**config.mk**
```make
export PLATFORM = sky130hd
export DESIGN_NAME = accel_msg_reassembler_flat
export DESIGN_NICKNAME = d
export VERILOG_FILES = /design/src/rtl/accel_pkg.sv /design/src/rtl/accel_msg_reassembler_if.sv /design/src/rtl/accel_msg_reassembler.sv /design/src/flat_wrapper.sv
export SDC_FILE = /design/constraint.sdc
export NUM_CORES = 1
export LEC_CHECK = 0
export BUFFER_PORTS_ARGS = -buffer_cell sky130_fd_sc_hd__buf_2
export CORE_AREA = 4 4 122 124
export CTS_BUF_LIST = sky130_fd_sc_hd__clkbuf_4 sky130_fd_sc_hd__clkbuf_8
export CTS_CLUSTER_SIZE = 16
export DETAILED_ROUTE_END_ITERATION = 8
export DIE_AREA = 0 0 126 128
export HOLD_SLACK_MARGIN = 0.15
export PLACE_DENSITY = 0.67
export SETUP_SLACK_MARGIN = 0.15
export SLEW_MARGIN = 20
export SYNTH_ARGS = -nofsm -noshare
export SYNTH_HDL_FRONTEND = slang
export SYNTH_SLANG_ARGS = --single-unit
```
**constraint.sdc**
```tcl
create_clock -name clk -period 6.1 [get_ports clk]
set_input_delay 0.61 -clock clk [delete_from_list [all_inputs] [get_ports clk]]
set_output_delay 0.61 -clock clk [all_outputs]
set_load 0.02 [all_outputs]
```
**src/rtl/accel_pkg.sv**
```systemverilog
// Shared types for the Tinsel accelerator input stage: network address, flit layout
// and the reassembler state encoding. Field widths mirror the Tinsel config widths.
package accel_pkg;

   localparam int TINSEL_BITS_PER_FLIT = 32;
   localparam int BPF                  = TINSEL_BITS_PER_FLIT;
   localparam int NET_ADDR_W           = 8;

   typedef logic [NET_ADDR_W-1:0] NetAddr;

   typedef struct packed {
      NetAddr           dest;
      logic             not_final_flit;
      logic             is_idle_token;
      logic [BPF-1:0]   payload;
   } Flit;

   typedef enum logic [1:0] {
      COLLECT = 2'd0,
      DISCARD = 2'd1,
      FULL    = 2'd2
   } reasm_state_e;

endpackage

```
**src/rtl/accel_msg_reassembler_if.sv**
```systemverilog
// Flit input stream and whole-message output stream of the reassembler.
// Optional statistics outputs exist only when ACCEL_REASM_STATS_EN is defined.
interface accel_msg_reassembler_if
   import accel_pkg::*;
#(
   parameter int MAX_FLITS = 4
);
   localparam int LEN_W = $clog2(MAX_FLITS + 1);

   Flit                        in_data;
   logic                       in_valid;
   logic                       in_ready;
   NetAddr                     msg_dest;
   logic [MAX_FLITS*BPF-1:0]   msg_data;
   logic [LEN_W-1:0]           msg_len;
   logic                       msg_idle;
   logic                       msg_trunc;
   logic                       msg_valid;
   logic                       msg_ready;
   logic                       err_proto;
`ifdef ACCEL_REASM_STATS_EN
   logic [31:0]                stat_msgs;
   logic [15:0]                stat_drops;
`endif

   // Reassembler side: consumes flits, produces messages.
   modport slave (
      input  in_data, in_valid, msg_ready,
      output in_ready, msg_dest, msg_data, msg_len, msg_idle, msg_trunc, msg_valid, err_proto
`ifdef ACCEL_REASM_STATS_EN
      , output stat_msgs, stat_drops
`endif
   );

   modport master (
      output in_data, in_valid, msg_ready,
      input  in_ready, msg_dest, msg_data, msg_len, msg_idle, msg_trunc, msg_valid, err_proto
`ifdef ACCEL_REASM_STATS_EN
      , input stat_msgs, stat_drops
`endif
   );

endinterface

```
**src/rtl/accel_msg_reassembler.sv**
```systemverilog
// Reassembles NoC flits into whole messages (payload word + length) for the accelerator.
// Define ACCEL_REASM_STATS_EN to add saturating message/drop counters.
module accel_msg_reassembler
   import accel_pkg::*;
#(
   parameter int MAX_FLITS = 4
)(
   input  logic                      clk,
   input  logic                      rst_n,
   accel_msg_reassembler_if.slave    bus
);
   localparam int               LEN_W   = $clog2(MAX_FLITS + 1);
   localparam logic [LEN_W-1:0] MAX_LEN = LEN_W'(MAX_FLITS);
   localparam logic [LEN_W-1:0] ONE     = LEN_W'(1);

   reasm_state_e      state_r, state_s;
   logic [LEN_W-1:0]  cnt_r, len_r, len_s;
   logic [BPF-1:0]    slot_r [MAX_FLITS];
   NetAddr            dest_r;
   logic              idle_r, trunc_r, err_r;
   logic              store_s, set_len_s, set_idle_s, set_trunc_s, err_s, drop_s, release_s;
   logic              accept_s;
   Flit               flit_s;

   assign flit_s   = bus.in_data;
   assign accept_s = bus.in_valid && (state_r != FULL);

   // Next-state and datapath control decode.
   always_comb begin
      state_s     = state_r;
      len_s       = len_r;
      store_s     = 1'b0;
      set_len_s   = 1'b0;
      set_idle_s  = 1'b0;
      set_trunc_s = 1'b0;
      err_s       = 1'b0;
      drop_s      = 1'b0;
      release_s   = 1'b0;
      case (state_r)
         COLLECT: begin
            if (accept_s && flit_s.is_idle_token) begin
               if (cnt_r == '0) begin
                  store_s    = 1'b1;
                  set_len_s  = 1'b1;
                  len_s      = ONE;
                  set_idle_s = 1'b1;
                  state_s    = FULL;
               end else begin
                  drop_s = 1'b1;
                  err_s  = 1'b1;
               end
            end else if (accept_s) begin
               store_s = 1'b1;
               if (!flit_s.not_final_flit) begin
                  set_len_s = 1'b1;
                  len_s     = cnt_r + ONE;
                  state_s   = FULL;
               end else if ((cnt_r + ONE) == MAX_LEN) begin
                  set_trunc_s = 1'b1;
                  state_s     = DISCARD;
               end else begin
                  state_s = COLLECT;
               end
            end else begin
               state_s = COLLECT;
            end
         end
         DISCARD: begin
            if (accept_s) begin
               drop_s = 1'b1;
               if (flit_s.is_idle_token) begin
                  err_s = 1'b1;
               end else if (!flit_s.not_final_flit) begin
                  set_len_s = 1'b1;
                  len_s     = MAX_LEN;
                  state_s   = FULL;
               end else begin
                  state_s = DISCARD;
               end
            end else begin
               state_s = DISCARD;
            end
         end
         FULL: begin
            if (bus.msg_ready) begin
               release_s = 1'b1;
               state_s   = COLLECT;
            end else begin
               state_s = FULL;
            end
         end
         default: state_s = COLLECT;
      endcase
   end

   // State register; the whole block updates on the falling edge.
   always_ff @(negedge clk) begin
      if (!rst_n) state_r <= COLLECT;
      else        state_r <= state_s;
   end

   // Control and status registers.
   always_ff @(negedge clk) begin
      if (!rst_n) begin
         cnt_r   <= '0;
         len_r   <= '0;
         idle_r  <= 1'b0;
         trunc_r <= 1'b0;
         err_r   <= 1'b0;
      end else begin
         if (release_s) begin
            cnt_r   <= '0;
            idle_r  <= 1'b0;
            trunc_r <= 1'b0;
         end else begin
            if (store_s)     cnt_r   <= cnt_r + ONE;
            if (set_idle_s)  idle_r  <= 1'b1;
            if (set_trunc_s) trunc_r <= 1'b1;
         end
         if (set_len_s) len_r <= len_s;
         if (err_s)     err_r <= 1'b1;
      end
   end

   // Payload slots and destination carry no reset: consumers qualify with msg_valid/msg_len.
   always_ff @(negedge clk) begin
      if (store_s && (cnt_r == '0)) dest_r <= flit_s.dest;
      for (int i = 0; i < MAX_FLITS; i++) begin
         if (store_s && (cnt_r == LEN_W'(i))) slot_r[i] <= flit_s.payload;
      end
   end

   for (genvar g = 0; g < MAX_FLITS; g++) begin : g_data
      assign bus.msg_data[g*BPF +: BPF] = slot_r[g];
   end

   assign bus.in_ready  = (state_r != FULL);
   assign bus.msg_valid = (state_r == FULL);
   assign bus.msg_dest  = dest_r;
   assign bus.msg_len   = len_r;
   assign bus.msg_idle  = idle_r;
   assign bus.msg_trunc = trunc_r;
   assign bus.err_proto = err_r;

`ifdef ACCEL_REASM_STATS_EN
   logic [31:0] stat_msgs_r;
   logic [15:0] stat_drops_r;

   // Saturating counters of handed-off messages and dropped flits.
   always_ff @(negedge clk) begin
      if (!rst_n) begin
         stat_msgs_r  <= 32'd0;
         stat_drops_r <= 16'd0;
      end else begin
         if (release_s && (stat_msgs_r != 32'hFFFF_FFFF)) stat_msgs_r  <= stat_msgs_r + 32'd1;
         if (drop_s && (stat_drops_r != 16'hFFFF))        stat_drops_r <= stat_drops_r + 16'd1;
      end
   end

   assign bus.stat_msgs  = stat_msgs_r;
   assign bus.stat_drops = stat_drops_r;
`endif

endmodule
```
**src/flat_wrapper.sv**
```systemverilog
// flat-port wrapper written by rule: the top's interface ports become plain ports
module accel_msg_reassembler_flat import accel_pkg::*;
#(
   parameter int MAX_FLITS = 4
)
  (clk, rst_n, bus_in_data, bus_in_valid, bus_msg_ready, bus_in_ready, bus_msg_dest, bus_msg_data, bus_msg_len, bus_msg_idle, bus_msg_trunc, bus_msg_valid, bus_err_proto);
  accel_msg_reassembler_if #(.MAX_FLITS(MAX_FLITS)) bus_i ();
  input  logic clk;
  input  logic rst_n;
  input wire logic [$bits(bus_i.in_data)-1:0] bus_in_data;
  input wire logic [$bits(bus_i.in_valid)-1:0] bus_in_valid;
  input wire logic [$bits(bus_i.msg_ready)-1:0] bus_msg_ready;
  output wire logic [$bits(bus_i.in_ready)-1:0] bus_in_ready;
  output wire logic [$bits(bus_i.msg_dest)-1:0] bus_msg_dest;
  output wire logic [$bits(bus_i.msg_data)-1:0] bus_msg_data;
  output wire logic [$bits(bus_i.msg_len)-1:0] bus_msg_len;
  output wire logic [$bits(bus_i.msg_idle)-1:0] bus_msg_idle;
  output wire logic [$bits(bus_i.msg_trunc)-1:0] bus_msg_trunc;
  output wire logic [$bits(bus_i.msg_valid)-1:0] bus_msg_valid;
  output wire logic [$bits(bus_i.err_proto)-1:0] bus_err_proto;
  assign bus_i.in_data = bus_in_data;
  assign bus_i.in_valid = bus_in_valid;
  assign bus_i.msg_ready = bus_msg_ready;
  assign bus_in_ready = bus_i.in_ready;
  assign bus_msg_dest = bus_i.msg_dest;
  assign bus_msg_data = bus_i.msg_data;
  assign bus_msg_len = bus_i.msg_len;
  assign bus_msg_idle = bus_i.msg_idle;
  assign bus_msg_trunc = bus_i.msg_trunc;
  assign bus_msg_valid = bus_i.msg_valid;
  assign bus_err_proto = bus_i.err_proto;
  accel_msg_reassembler #(.MAX_FLITS(MAX_FLITS)) u_core (.clk(clk), .rst_n(rst_n), .bus(bus_i));
endmodule
```
==> impl_metrics.yaml <==
synth:
  synth_edf_count: 136
  synth_area_um2: 4727
  muxShareOfSynthArea_pct: 0.8470
  synth_compound_area_share_pct: 2.488
  async_flop_share_pct: 0
  synth_top_family_by_area: "simple AND/OR/NAND/NOR gates"
  ys.flop_type: "edfxtp_1"
  syn_nets: 263
  netlist_instances: 211
  synth-adder-area-share_pct: 1.588
  yosys_register_bits: 147
  syn_avg_cell_area_um2: 22.40
  synth_warnings: 0
  synth-simple-area-share_pct: 3.282
  synth_cell_types: 28
  synthXorXnorAreaFrac_pct: 0.1853
  yosysSeqAreaShare_pct: 91.05
outcome:
  status: "finished, final reports clean"
layout:
  fin_nets: 620
  insertedDiodeCount: 0
  drive_above_1_share_pct: 39.76
  final_util_pct: 50.39
  layout_common_cells: "buf_2, inv_1, edfxtp_1"
  final_common_cell: "buf_2"
  area_delta_synth_final_pct: 46.82
routing:
  vias_per_cell: 4.145
  routed_wl_mm: 10.79
  drt_iter0_drc: 116
  post-route-drc-count: 0
  vias: 3154
  firstDrtPassIters: 5
  ant_nets: 0
  wl_per_cell_um: 14.18
clock_tree:
  cts_tree: "done"
  cts_setup_buffers: 0
  clkLatencyLatePin_ns: 0.45
  cts_max_path_buffers: 2
  cts-root-buf: "clkbuf_8"
  cts_max_level: 4
  cts_inserted_buffers: 17
  ctsHoldBuffers: 0
  clock_sink_count: 147
  cts.repair.resized: 0
  clkTransAtPathRegs_ns: 0.03
pwr:
  p_int_mw: 1.804
  switching_share_pct: 29.18
  powerDensity_nw_per_um2: 367.1
  net-switching-power_uw: 743.4
  p_clk_share_pct: 45.1
  p_leak_nw: 3.313
  peakVddDrop_mv: 0.1473
  combinationalPowerShare_pct: 8.1
  pwr-share-seq_pct: 46.7
critical_path:
  critPathMaxFanout: 6
  path_cells: "or2b_1 > inv_2 > buf_2"
  cp_slowest_stage_delay_ns: 0.39
  required_ns: 5.49
  critPathTopFamily: "flip-flops"
  crit_path_start_kind: "flop"
  rrSetupSlack_ns: 3.97
  critical_path_class: "flop to primary output"
  cp_num_buf_inv: 2
  crit_path_end_kind: "primary output"
  critPathArrivalTime_ns: 4.49
  slowest_stage: "dfxtp_1"
global_routing:
  grt_pass1_vias: 3633
  grtUsageTotal_pct: 13.60
  antenna_found_initial: 1
  grt_pass1_wl_mm: 16.65
  grt_max_degree: 33
  overflow: 0
placement:
  dp_hpwl_mm: 7.028
  gp_congestion: 0.8874
  portBuffers: 189
min_path:
  holdCritPathClass: "flop to flop"
die:
  die_w_um: 126
  core_um2: 13770
  die_y_um: 128
  rows: 43
  io_pins: 190
  initial_utilization_pct: 34.32
  die_area_um2: 16130
sta:
  setup_viol: 0
  rsz0062_at_grt: "no"
  timing_max_transition_violations_final: 0
  clock_skew_ns: 0.01347
  max_slew_margin_pct: 56.64
  hold_ws_ns: 0.4607
  setup_tns_ns: 0
  hold_viol: 0
  worst_pin_slew_ns: 0.6489
run:
  max-cap-violations: 0
layout make-up:
class	count	area, µm²
inverter	5	18.77
sequential	147	4304
timing repair buffer	193	1013
clock buffer	17	234.0
fill	1201	6833
tap	180	225.2
clock inverter	162	737.0
multi-input combinational	57	407.9
worst register-to-register path: stages, from the launching register on:
cell	delay [ns]
dfxtp_1	0.35
inv_1	0.14
ha_1	0.16
nand2b_1	0.16
a21oi_4	0.31
and2_2	0.47
buf_12	0.23
routing by layer:
layer  wire length (µm)  up-vias  track usage (%)
met4                 93        2            8.265
met5                 13        -                0
met3               1341       10            11.21
li1                   -     1532                -
met2               5588      148            21.69
met1               3756     1462            11.61
state kept, by name, summed over array words and instances, names as in the netlist:
name,cells
u_core.cnt_r,3
u_core.bus.msg_idle,1
u_core.bus.msg_len,3
u_core.slot_r,128
u_core.bus.msg_trunc,1
u_core.bus.msg_dest,8
u_core.bus.err_proto,1
u_core.state_r,2
cell usage after synthesis (2+ instances only):
library cell / count / area [µm²]
edfxtp_1: 136 / 4084
dfxtp_1: 11 / 220.2
nor2_1: 10 / 37.54
nand2_1: 9 / 33.78
ha_1: 6 / 75.07
a21oi_1: 5 / 25.02
inv_1: 5 / 18.77
mux2i_1: 4 / 40.04
and2_1: 2 / 12.51
and3_1: 2 / 12.51
o21a_1: 2 / 15.01
o21ai_0: 2 / 10.01
or2b_1: 2 / 15.01
through the flow:
stage,setup slack [ns],total power [mW],cells,cell area (µm²)
after global routing,0.8950,2.762,761,6940
final,0.9987,2.548,761,6940
after CTS,0.9589,2.616,761,6940
after floorplan,0.5317,1.461,211,4730
after detailed placement,0.6388,1.559,583,5973
after global placement,0.6695,1.554,583,5973
power by group through the flow:
stage / sequential [mW] / combinational (mW) / clock [mW]
after floorplan: 1.27 / 0.0524 / 0.144
after global placement: 1.20 / 0.207 / 0.144
after detailed placement: 1.20 / 0.211 / 0.144
after CTS: 1.19 / 0.212 / 1.21
after global routing: 1.19 / 0.223 / 1.35
final: 1.19 / 0.207 / 1.15
final timing paths:
check | startpoint | end | cells past startpoint
setup / recovery | u_core.state_r[1] | bus_msg_valid | 3
hold reg to reg | u_core.bus.err_proto | u_core.bus.err_proto | 1
setup reg to reg | u_core.cnt_r[0] | u_core.slot_r[3][18] | 6
hold / removal | u_core.bus.err_proto | u_core.bus.err_proto | 1
logic make-up after synthesis:
group / count (synthesis)
AO/OA/AOI/OAI: 15
XOR/XNOR: 1
adder cells (fa/ha/maj): 6
buffers and inverters: 7
flip-flops: 147
multiplexers: 4
AND/OR/NAND/NOR: 31
(Power assumes the default switching activity.)
